$ cat src/rtl/config_chain_loader.sv
// Configuration chain loader: takes bitstream words over a valid/ready handshake
// and shifts them LSB-first onto a CCFF chain, one bit per enabled chain clock.
module config_chain_loader #(
  parameter int unsigned CHAIN_LEN = 64,
  parameter int unsigned WORD_W    = 8,
  parameter int unsigned CNT_W     = $clog2(CHAIN_LEN + 1)
) (
  input  logic              CK,
  input  logic              RSTN,
  input  logic              START,
  input  logic              ABORT,
  input  logic [WORD_W-1:0] IN_DATA,
  input  logic              IN_VALID,
  output logic              IN_READY,
  output logic              HEAD,
  output logic              SHIFT_EN,
  output logic              BUSY,
  output logic              DONE,
  output logic [CNT_W-1:0]  BITS_LEFT
);

  // A word never holds more useful bits than the whole chain.
  localparam int unsigned WordCap = (WORD_W < CHAIN_LEN) ? WORD_W : CHAIN_LEN;
  localparam logic [CNT_W-1:0] WordCapC  = CNT_W'(WordCap);
  localparam logic [CNT_W-1:0] ChainLenC = CNT_W'(CHAIN_LEN);
  localparam logic [CNT_W-1:0] OneC      = CNT_W'(1);

  typedef enum logic [1:0] {StIdle, StLoad, StFlush, StDone} state_e;

  state_e              state_q, state_d;
  logic                head_q, head_d;
  logic                shift_en_q, shift_en_d;
  logic [CNT_W-1:0]    bits_left_q, bits_left_d;
  logic [CNT_W-1:0]    wb_q, wb_d;
  logic [WORD_W-1:0]   shreg_q, shreg_d;

  logic                issue;
  logic                last_bit;
  logic                start_ok;
  logic                accept;
  logic [CNT_W-1:0]    remaining;

  // Decode of per-edge activity shared by the FSM and the datapath.
  always_comb begin
    issue    = (state_q == StLoad) && (wb_q != '0);
    last_bit = issue && (bits_left_q == OneC);
    start_ok = START && ((state_q == StIdle) || (state_q == StDone));
  end

  // State register.
  always_ff @(posedge CK or negedge RSTN) begin
    if (!RSTN) begin
      state_q <= StIdle;
    end else begin
      state_q <= state_d;
    end
  end

  // Next-state logic; ABORT dominates everything.
  always_comb begin
    state_d = state_q;
    if (ABORT) begin
      state_d = StIdle;
    end else begin
      unique case (state_q)
        StIdle, StDone: if (START) state_d = StLoad;
        StLoad:         if (last_bit) state_d = StFlush;
        StFlush:        state_d = StDone;
        default:        state_d = StIdle;
      endcase
    end
  end

  // Outputs decoded from state. IN_READY opens while the last held bit goes
  // out so a back-to-back stream never bubbles; an accept under ABORT is dropped.
  always_comb begin
    BUSY     = (state_q == StLoad);
    DONE     = (state_q == StDone);
    IN_READY = (state_q == StLoad) && (bits_left_q > wb_q) &&
               ((wb_q == '0) || ((wb_q == OneC) && issue));
  end

  assign HEAD      = head_q;
  assign SHIFT_EN  = shift_en_q;
  assign BITS_LEFT = bits_left_q;

  // Datapath next-state: issue one bit per edge, then refill from an accepted word.
  always_comb begin
    head_d      = head_q;
    shift_en_d  = 1'b0;
    bits_left_d = bits_left_q;
    wb_d        = wb_q;
    shreg_d     = shreg_q;
    remaining   = bits_left_q;
    accept      = IN_VALID && IN_READY && !ABORT;
    if (ABORT) begin
      head_d      = 1'b0;
      bits_left_d = '0;
      wb_d        = '0;
      shreg_d     = '0;
    end else if (start_ok) begin
      bits_left_d = ChainLenC;
      wb_d        = '0;
    end else if (state_q == StLoad) begin
      if (issue) begin
        head_d      = shreg_q[0];
        shift_en_d  = 1'b1;
        shreg_d     = shreg_q >> 1;
        wb_d        = wb_q - OneC;
        remaining   = bits_left_q - OneC;
        bits_left_d = remaining;
      end
      if (accept) begin
        shreg_d = IN_DATA;
        // Bits past the end of the chain are simply never counted.
        wb_d    = (remaining > WordCapC) ? WordCapC : remaining;
      end
    end
  end

  // Datapath registers.
  always_ff @(posedge CK or negedge RSTN) begin
    if (!RSTN) begin
      head_q      <= 1'b0;
      shift_en_q  <= 1'b0;
      bits_left_q <= '0;
      wb_q        <= '0;
      shreg_q     <= '0;
    end else begin
      head_q      <= head_d;
      shift_en_q  <= shift_en_d;
      bits_left_q <= bits_left_d;
      wb_q        <= wb_d;
      shreg_q     <= shreg_d;
    end
  end

endmodule

$ cat config.mk
export PLATFORM = sky130hd
export DESIGN_NAME = config_chain_loader
export DESIGN_NICKNAME = d
export VERILOG_FILES = /design/src/rtl/config_chain_loader.sv
export SDC_FILE = /design/constraint.sdc
export NUM_CORES = 1
export LEC_CHECK = 0
export ABC_AREA = 1
export ABC_CLOCK_PERIOD_IN_PS = 5300
export CAP_MARGIN = 10
export CORE_ASPECT_RATIO = 1.5
export CORE_MARGIN = 2
export CORE_UTILIZATION = 42
export CTS_CLUSTER_DIAMETER = 200
export DETAILED_ROUTE_END_ITERATION = 6
export GPL_ROUTABILITY_DRIVEN = 0
export GPL_TIMING_DRIVEN = 0
export HOLD_SLACK_MARGIN = 0.15
export SLEW_MARGIN = 20
export SYNTH_ARGS = -nofsm -noshare
export SYNTH_HDL_FRONTEND = slang
export SYNTH_SLANG_ARGS = --single-unit
$ cat constraint.sdc
create_clock -name CK -period 5.3 [get_ports CK]
set_clock_uncertainty 0.05 [all_clocks]
set_input_delay 1.59 -clock CK [delete_from_list [all_inputs] [get_ports CK]]
set_output_delay 1.59 -clock CK [all_outputs]
set_load 0.02 [all_outputs]
==> metrics.md, run 1 <==
| Metric | Value |
|---|---|
| Postcts setup bufs | 0 |
| Flops & latches, synth | 26 |
| Post-route cell area | 2200 µm² |
| Via density | 4.99 |
| Sequential Power Share | 25.0% |
| Mapped Area | 1850 µm² |
| Inserted Clock Buffers | 3 |
| DPL Wire Length | 3.35 mm |
| Sw Pwr | 0.616 mW |
| Routed Antenna Nets | 0 |
| Sequential Area | 651 µm² |
| Clock Tree Root | clkbuf_8 |
| Final-stage net count | 316 |
| Setup crit end kind | output pin |
| Commonest cells after routing, fill and taps aside | 92 x nand2_1, 26 x dfrtp_1, 24 x inv_1, 24 x nor2_1, 23 x clkdlybuf4s50_1 |
| CP required | 3.66 ns |
| Sw frac | 50.1% |
| LEAKAGE | 1.16 nW |
| Synth area leader | dfrtp_1 |
| Slew Limit Fails | 0 |
| Area contributors post-synth | dfrtp_1 35%, nand2_1 19%, ha_1 8.8%, inv_1 4.9%, nor2_1 4.9% |
| Clock network fraction of design power | 10.9% |
| Combinational cell fraction of total power | 64.1% |
| Vias | 1670 |
| Grt peak-use layer | met2 |
| Clk sinks | 26 |
| Worst path max stage delay | 0.59 ns |
| RSZ-0062 raised after global routing | no |
| First-pass GRT wire length | 7.39 mm |
| Worst setup SP type | flip-flop |
| GRT met3 Usage | 1.98% |
| TritonRoute pass-1 iters | 6 |
| Die width | 58.2 µm |
| Area occupied by multi-input gates | 1050 µm² |
| Largest net degree at the start of global routing | 27 |
| Row count | 29 |
| Core area | 4250 µm² |
| Area post-placement | 2140 µm² |
| Commonest non-fill, non-tap cell in the layout | nand2_1 |
| Insertion delay to the later sink of the worst-skew pair | 0.28 ns |
| Grt met2 use | 35.3% |
| Vias in the first global route | 1653 |
| Cells after Synth | 261 |
| Crit Path Category | reg2out |
| WL final | 4.28 mm |
| Antenna violations before repair | 0 |
| VDD IR max | 0.000313 V |
| TNS Setup | 0 ns |
| Pre-CTS WS | 1.72 ns |
| Register area share after synthesis | 35.2% |
| Measured slew at the worst slew-check pin | 0.634 ns |
| # H-tree levels | 1 |
| CP cell instances | inv_1, ha_1, nand2_1, o21ai_0, a21o_1, nand2_1, inv_1, clkdlybuf4s50_1 |
| Clk slew on worst S/H paths | 0.10 ns |
| Ratio of cells with drive above 1 in the final layout | 9.69% |
| Max stage delay cell, worst path | clkdlybuf4s50_1 |
| Min Hold Slack | 0.439 ns |
| DRT iter0 DRCs | 49 |
| Die span in y | 85.2 µm |
| Pwr/cell area | 559 nW/µm² |
| CP max FO | 5 |
| Total I/O pin count | 25 |
| Final period util | 73.3% |
| Congestion Overflow GR | 0 |
| Cts hold-fix bufs | 0 |
| Count of final hold-check violations | 0 |
| Synth Warn # | 0 |
| CTS tree | yes |
| Unique masters post-synth | 30 |
| Min Tclk post-route | 3.89 ns |
| Post_cts resized | 0 |
| GR Util met1 | 22.8% |
| CP Data Arrival Time | 2.25 ns |
| Post-Synthesis Net Count | 287 |
| Max Root-Sink Buffers | 2 |
| Hold crit path type | reg2reg |
| Top-area cell type share of the netlist area | 35.2% |
| FILL cells | 431 |
| Status | finished clean |
| Port Buffer Count | 24 |
| F_max | 257 MHz |
| Syn avg cell area | 7.08 µm² |
| Remaining routing DRC violations | 0 |
| WL/cell | 12.8 µm |
| Area Overhead vs Synth | 18.8% |
| Initial core utilization | 43.5% |
| Slew HR | 57.7% |
| Final worst slack | 1.41 ns |
| Die area | 4960 µm² |
| # setup viols final | 0 |
| Cell-internal power | 0.612 mW |
| GRT Util Overall | 19.5% |
| Antenna diodes | 0 |
| Register-to-register setup slack | 3.18 ns |
| Max-cap violations | 0 |
==> kinds of logic (layout without fill, tap and decap cells) <==
group	after synthesis	after routing	synth area share, %
buffers and inverters	34	62	8.19
adders and majority gates	13	13	8.80
DFF	26	26	35.2
xor gates and xnor gates	4	4	1.90
AOI/OAI and AO/OA	29	29	8.87
and+or+nand+nor	155	155	37.0
==> power groups by stage <==
stage               logic [mW]  clock network [mW]  registers, mW
floorplan                0.570                   0          0.325
CTS                      0.793               0.139          0.309
finish                   0.786               0.134          0.308
detailed placement       0.790                   0          0.313
global placement         0.786                   0          0.312
global route             0.911               0.142          0.318
==> synth_stat cells (all sizes together) <==
cell	instances
nand2	97
inv	30
nor2	30
dfrtp	26
o21ai	19
nand3	18
ha	13
a21oi	5
nor3	5
nand4	4
o31ai	3
xor2	3
buf	2
clkbuf	2
a21o	1
a31oi	1
nand3b	1
xnor2	1
==> area by class of cell <==
cell class / instances / area share [%]
Timing Repair Buffer: 24 / 10.7
Inverter: 30 / 5.24
Multi-Input combinational cell: 201 / 47.6
Buffer: 4 / 1.65
Clock buffer: 4 / 2.51
Sequential cell: 26 / 29.6
Tap cell: 46 / 2.62
==> per-layer routing <==
layer / wire (µm) / vias to the layer above / part of all wire (%)
met1: 1810 / 752 / 42
met4: 75 / 0 / 1.8
li1: - / 884 / -
met5: 0 / - / 0
met2: 2290 / 27 / 53
met3: 106 / 7 / 2.5
==> worst paths after layout <==
| path | start | to | cells past startpoint |
|---|---|---|---|
| min | shreg_q[0] | HEAD | 2 |
| min in group asynchronous | RSTN | shreg_q[6] | 1 |
| max in group asynchronous | RSTN | BITS_LEFT[5] | 1 |
| max reg2reg | state_q[0] | HEAD | 8 |
| max | wb_q[2] | IN_READY | 8 |
| min reg2reg | shreg_q[0] | HEAD | 2 |
==> critical path, delay by kind of cell, from the launching register on <==
family | cells | cell delay, ns
buffers and inverters | 3 | 0.71
AO/OA/AOI/OAI | 2 | 0.38
AND/OR/NAND/NOR | 2 | 0.12
adder cells (fa/ha/maj) | 1 | 0.31
flip-flops | 1 | 0.45
==> sequential cells by signal, indices dropped and copies added (netlist names) <==
register,flops
HEAD,1
shreg_q,8
state_q,2
SHIFT_EN,1
BITS_LEFT,7
wb_q,7
==> stage by stage <==
step	util (%)	instances	total power, mW
after floorplan	-	261	0.895
after global placement	50.5	331	1.10
after detailed placement	50.4	331	1.10
after CTS	51.7	335	1.24
after global routing	51.7	335	1.37
final	51.7	335	1.23
Note: power is estimated with default switching activity, not from simulation.
==> run 2, diff against run 1 <==
ABC_CLOCK_PERIOD_IN_PS = 3400   (was 5300)
PLACE_DENSITY = 0.66   (was not set)
clock period = 3.4 ns   (was 5.3 ns; I/O delays follow)
==> run 2 against run 1 <==
Combinational power grew 58%. Register-to-register slack lost 1.9 ns. Core utilization grew 0.44 points. Die area is the same. Final cell count is the same. Sequential share of layout area shrank 0.25 points. Largest cell class unchanged. Highest routed layer unchanged.
==> metrics.md, run 2 (same netlist as run 1, synthesis figures left out) <==
| Metric | Value |
|---|---|
| Final worst slack | 0.472 ns |
| Crit path top cell by count | inv_1 |
| Clk sinks | 26 |
| Clk slew on worst S/H paths | 0.10 ns |
| CP max FO | 5 |
| Area occupied by multi-input gates | 1050 µm² |
| Pwr/cell area | 900 nW/µm² |
| CTS tree | yes |
| Inserted Clock Buffers | 3 |
| Port Buffer Count | 24 |
| CP required | 2.33 ns |
| Post-route cell area | 2210 µm² |
| Total I/O pin count | 25 |
| Final period util | 86.1% |
| # setup viols final | 0 |
| Setup crit end | IN_READY |
| Pre-CTS WS | 0.409 ns |
| WL final | 4.35 mm |
| Max reg flops | 8 |
| Worst setup SP type | flip-flop |
| Hold crit path type | reg2reg |
| Routed Antenna Nets | 0 |
| Row count | 29 |
| LEAKAGE | 1.19 nW |
| WL/cell | 13.0 µm |
| Commonest non-fill, non-tap cell in the layout | nand2_1 |
| Sequential Area | 651 µm² |
| Cts hold-fix bufs | 0 |
| Area Overhead vs Synth | 19.8% |
| Setup crit end kind | output pin |
| DRT iter0 DRCs | 53 |
| Non-Filler Instances | 335 |
| Crit. Startpoint | wb_q[2] |
| Register-to-register setup slack | 1.28 ns |
| RR Startpoint | state_q[0] |
| Vias | 1727 |
| Largest net degree at the start of global routing | 27 |
| Max-cap violations | 0 |
| # H-tree levels | 1 |
| Core area | 4250 µm² |
| Area post-placement | 2140 µm² |
| Congestion Overflow GR | 0 |
| Min Hold Slack | 0.435 ns |
| Slew HR | 57.7% |
| Clock Tree Root | clkbuf_8 |
| Crit. path cell count | 8 |
| Reg2reg path depth | 8 |
| Ratio of cells with drive above 1 in the final layout | 9.69% |
| Max stage delay cell, worst path | dfrtp_1 |
| Min Tclk post-route | 2.93 ns |
| FF-to-FF End | HEAD |
| TritonRoute pass-1 iters | 4 |
| Worst path buffer plus inverter count | 3 |
| RSZ-0062 raised after global routing | no |
| Antenna violations before repair | 0 |
| Antenna diodes | 0 |
| GRT Util Overall | 19.6% |
| Insertion delay to the later sink of the worst-skew pair | 0.28 ns |
| Max Root-Sink Buffers | 2 |
| Die area | 4960 µm² |
| VDD IR max | 0.000501 V |
| DPL Wire Length | 3.34 mm |
| CP cell instances | inv_1, ha_1, a21oi_1, o21ai_0, a21o_1, nand2_1, inv_1, dlymetal6s2s_1 |
| TNS Setup | 0 ns |
| Final core occ | 52.2% |
| CP Data Arrival Time | 1.86 ns |
| Via density | 5.16 |
| Final-stage net count | 316 |
| Count of final hold-check violations | 0 |
| Initial core utilization | 43.5% |
| First-pass GRT wire length | 7.51 mm |
| Remaining routing DRC violations | 0 |
| Critical path's top delay family | flip-flops |
| Slew Limit Fails | 0 |
| Status | finished clean |
| Design Power | 1.99 mW |
| Worst path max stage delay | 0.46 ns |
| Vias in the first global route | 1707 |
| Top reg by flops | shreg_q |
| FILL cells | 414 |
| Die span in y | 85.2 µm |
| Measured slew at the worst slew-check pin | 0.634 ns |
| Die width | 58.2 µm |
| F_max | 342 MHz |
| Commonest cells after routing, fill and taps aside | 92 x nand2_1, 26 x dfrtp_1, 24 x inv_1, 24 x nor2_1, 22 x clkdlybuf4s50_1 |
| Crit Path Category | reg2out |
| Placed Cells | 331 |
==> run 2: cell count changes in the layout (fill, tap and decap cells not counted), sizes merged <==
| cell | before | now |
|---|---|---|
| clkdlybuf4s50 | 23 | 22 |
| bufinv | 0 | 1 |
| dlymetal6s2s | 0 | 1 |
| clkbuf | 6 | 5 |
==> run 2: worst min path at each step <==
stage / startpoint / endpoint / slack (ns) / depth (start not counted)
CTS: shreg_q[0] / HEAD / 0.44 / 2
floorplan: shreg_q[0] / HEAD / 0.40 / 2
global route: shreg_q[0] / shreg_q[0] / 0.48 / 2
global placement: shreg_q[0] / shreg_q[0] / 0.41 / 2
finish: shreg_q[0] / HEAD / 0.43 / 2
detailed placement: shreg_q[0] / HEAD / 0.41 / 2
==> run 2: area by class of cell <==
class	instances	share of cell area, %
multi-input combinational	201	47.2
sequential	26	29.4
timing repair buffer	24	10.7
inverter	30	5.20
tap	46	2.60
clock buffer	3	1.86
buffer	4	1.64
clock inverter	1	1.36
==> run 2: where the power goes <==
group	leakage (nW)	switching, mW	internal (mW)
clock network	0.0357	0.112	0.158
logic	0.800	0.776	0.465
registers	0.353	0.0946	0.386
==> run 2: per-layer routing <==
layer	track usage [%]	wire length (µm)	vias to the layer above
met1	22.6	1790	797
li1	-	-	885
met4	9.94	152	0
met5	0	0	-
met2	34.9	2280	34
met3	1.98	129	11
==> run 2: worst register-to-register path: stages, from the launching register on <==
cell,delay [ns]
dfrtp_1,0.42
ha_1,0.34
nand2_1,0.14
inv_1,0.17
nor2_1,0.39
inv_1,0.20
nor2_1,0.23
nand2_1,0.07
nand2_1,0.07
==> run 2: repair_timing <==
action                                  CTS  global route
setup buffers                             0             0
gates resized for setup                   0             1
endpoints found under the setup margin    0             1
==> run 3, diff against run 2 <==
MAX_ROUTING_LAYER = met4   (was not set)
==> run 3 against run 2 <==
Maximum frequency rose by 0.11%. Power down 0.13%. Largest power group unchanged. Wire length decreased by 0.57%. Via count fell by 0.23%. Non-clock buffer count unchanged. Die area unchanged. Core utilization did not move. Sequential share of layout area unchanged. Count of clock-buffer cells in the layout stayed put. Largest cell class unchanged. Final cell count did not move. Register-to-register slack hardly changed.
==> metrics.md, run 3 (same netlist as run 1, synthesis figures left out) <==
| Metric | Value |
|---|---|
| Slew HR | 58.8% |
| Min Tclk post-route | 2.92 ns |
| TritonRoute pass-1 iters | 4 |
| Status | finished clean |
| Register-to-register setup slack | 1.28 ns |
| Insertion delay to the later sink of the worst-skew pair | 0.28 ns |
| Vias | 1723 |
| Die area | 4960 µm² |
| # setup viols final | 0 |
| RSZ-0062 raised after global routing | no |
| Hold depth | 2 |
| Setup crit end kind | output pin |
| Sw Pwr | 0.980 mW |
| Routed Antenna Nets | 0 |
| LEAKAGE | 1.19 nW |
| Congestion Overflow GR | 0 |
| Final worst slack | 0.475 ns |
| Cts hold-fix bufs | 0 |
| RR Startpoint | state_q[0] |
| FF-to-FF End | HEAD |
| Initial core utilization | 43.5% |
| Top reg by flops | shreg_q |
| Cell-internal power | 1.01 mW |
| Final-stage net count | 316 |
| Vias in the first global route | 1707 |
| Inserted Clock Buffers | 3 |
| Max reg flops | 8 |
| Ratio of cells with drive above 1 in the final layout | 9.69% |
| Core area | 4250 µm² |
| CP Data Arrival Time | 1.85 ns |
| Area Overhead vs Synth | 19.8% |
| CP max FO | 5 |
| Commonest non-fill, non-tap cell in the layout | nand2_1 |
| Max-cap violations | 0 |
| Postcts setup bufs | 0 |
| Clock network fraction of design power | 13.6% |
| Clk sinks | 26 |
| Antenna violations before repair | 0 |
| Die span in y | 85.2 µm |
| Pre-CTS WS | 0.409 ns |
| Antenna diodes | 0 |
| Measured slew at the worst slew-check pin | 0.618 ns |
| WL/cell | 12.9 µm |
| Max stage delay cell, worst path | dfrtp_1 |
| Crit Path Category | reg2out |
| Commonest cells after routing, fill and taps aside | 92 x nand2_1, 26 x dfrtp_1, 24 x inv_1, 24 x nor2_1, 22 x clkdlybuf4s50_1 |
| DPL Wire Length | 3.34 mm |
| Clock Tree Root | clkbuf_8 |
| Crit path top cell by count | inv_1 |
| Total I/O pin count | 25 |
| Final period util | 86.0% |
| Worst path max stage delay | 0.46 ns |
| Largest net degree at the start of global routing | 27 |
| DRT iter0 DRCs | 54 |
| Port Buffer Count | 24 |
| Worst hold start | shreg_q[0] |
| CP required | 2.33 ns |
| Non-Filler Instances | 335 |
| WL final | 4.33 mm |
| CP cell instances | inv_1, ha_1, a21oi_1, o21ai_0, a21o_1, nand2_1, inv_1, dlymetal6s2s_1 |
| Count of final hold-check violations | 0 |
| CTS tree | yes |
| Slew Limit Fails | 0 |
| Worst setup SP type | flip-flop |
| Via density | 5.14 |
| VDD IR max | 0.000498 V |
| Crit. Startpoint | wb_q[2] |
| Clk slew on worst S/H paths | 0.10 ns |
| Pwr/cell area | 898 nW/µm² |
| F_max | 342 MHz |
| # H-tree levels | 1 |
| Remaining routing DRC violations | 0 |
| Sequential Power Share | 24.1% |
| First-pass GRT wire length | 7.51 mm |
| Reg2reg path depth | 8 |
| Placed Cells | 331 |
| Design Power | 1.99 mW |
| TNS Setup | 0 ns |
| Hold crit path type | reg2reg |
| Row count | 29 |
| Min-Delay Endpoint | HEAD |
| Combinational cell fraction of total power | 62.3% |
| GRT Util Overall | 20.2% |
| Max Root-Sink Buffers | 2 |
| Sw frac | 49.3% |
| Die width | 58.2 µm |
-- run 3: cell counts in the layout (fill, tap and decap cells not counted) --
Identical to the previous run, type by type.
-- run 3: stage by stage --
step           area (µm²)  util [%]  hold slack (ns)
6_report             2210      52.2            0.435
5_1_grt              2210      52.2            0.477
4_1_cts              2210      52.1            0.436
3_5_place_dp         2140      50.4            0.412
3_3_place_gp         2150      50.5            0.412
2_1_floorplan        1850         -            0.396
-- run 3: worst max-delay path: cells and delay by family (launching register included) --
kind | cells | cell delay [ns]
DFF | 1 | 0.46
AOI/OAI and AO/OA | 3 | 0.43
adders and majority gates | 1 | 0.31
buffers and inverters | 3 | 0.29
and+or+nand+nor | 1 | 0.07
-- run 3: worst max path at each step --
stage	end	cells past startpoint
4_1_cts	IN_READY	10
6_report	IN_READY	8
5_1_grt	IN_READY	10
3_3_place_gp	IN_READY	8
3_5_place_dp	IN_READY	10
2_1_floorplan	IN_READY	7
-- run 3: timing repair --
action / in CTS / in global routing
hold endpoints to repair: 0 / 0
endpoints found under the setup margin: 0 / 1
gates resized for setup: 0 / 1
-- run 3: area by class of cell --
class | instances | area, µm²
timing repair buffer | 24 | 238
sequential | 26 | 651
clock buffer | 3 | 41.3
tap | 46 | 57.6
clock inverter | 1 | 30.0
buffer | 4 | 36.3
inverter | 30 | 115
multi-input combinational | 201 | 1050
fill | 414 | 2030
-- run 3: power by group through the flow --
stage | combinational (mW) | clock (mW) | sequential [mW]
after global routing | 1.41 | 0.283 | 0.494
after CTS | 1.25 | 0.273 | 0.481
after floorplan | 0.888 | 0 | 0.507
final | 1.24 | 0.270 | 0.480
after global placement | 1.21 | 0 | 0.486
after detailed placement | 1.24 | 0 | 0.488
-- run 3: routing by layer --
layer  part of all wire [%]  global-route usage (%)  vias up
li1                       -                       -      885
met3                    2.4                    1.98       11
met4                    3.2                    9.94        0
met1                     42                    22.6      793
met2                     53                    34.9       34
met5                      0                       -        -
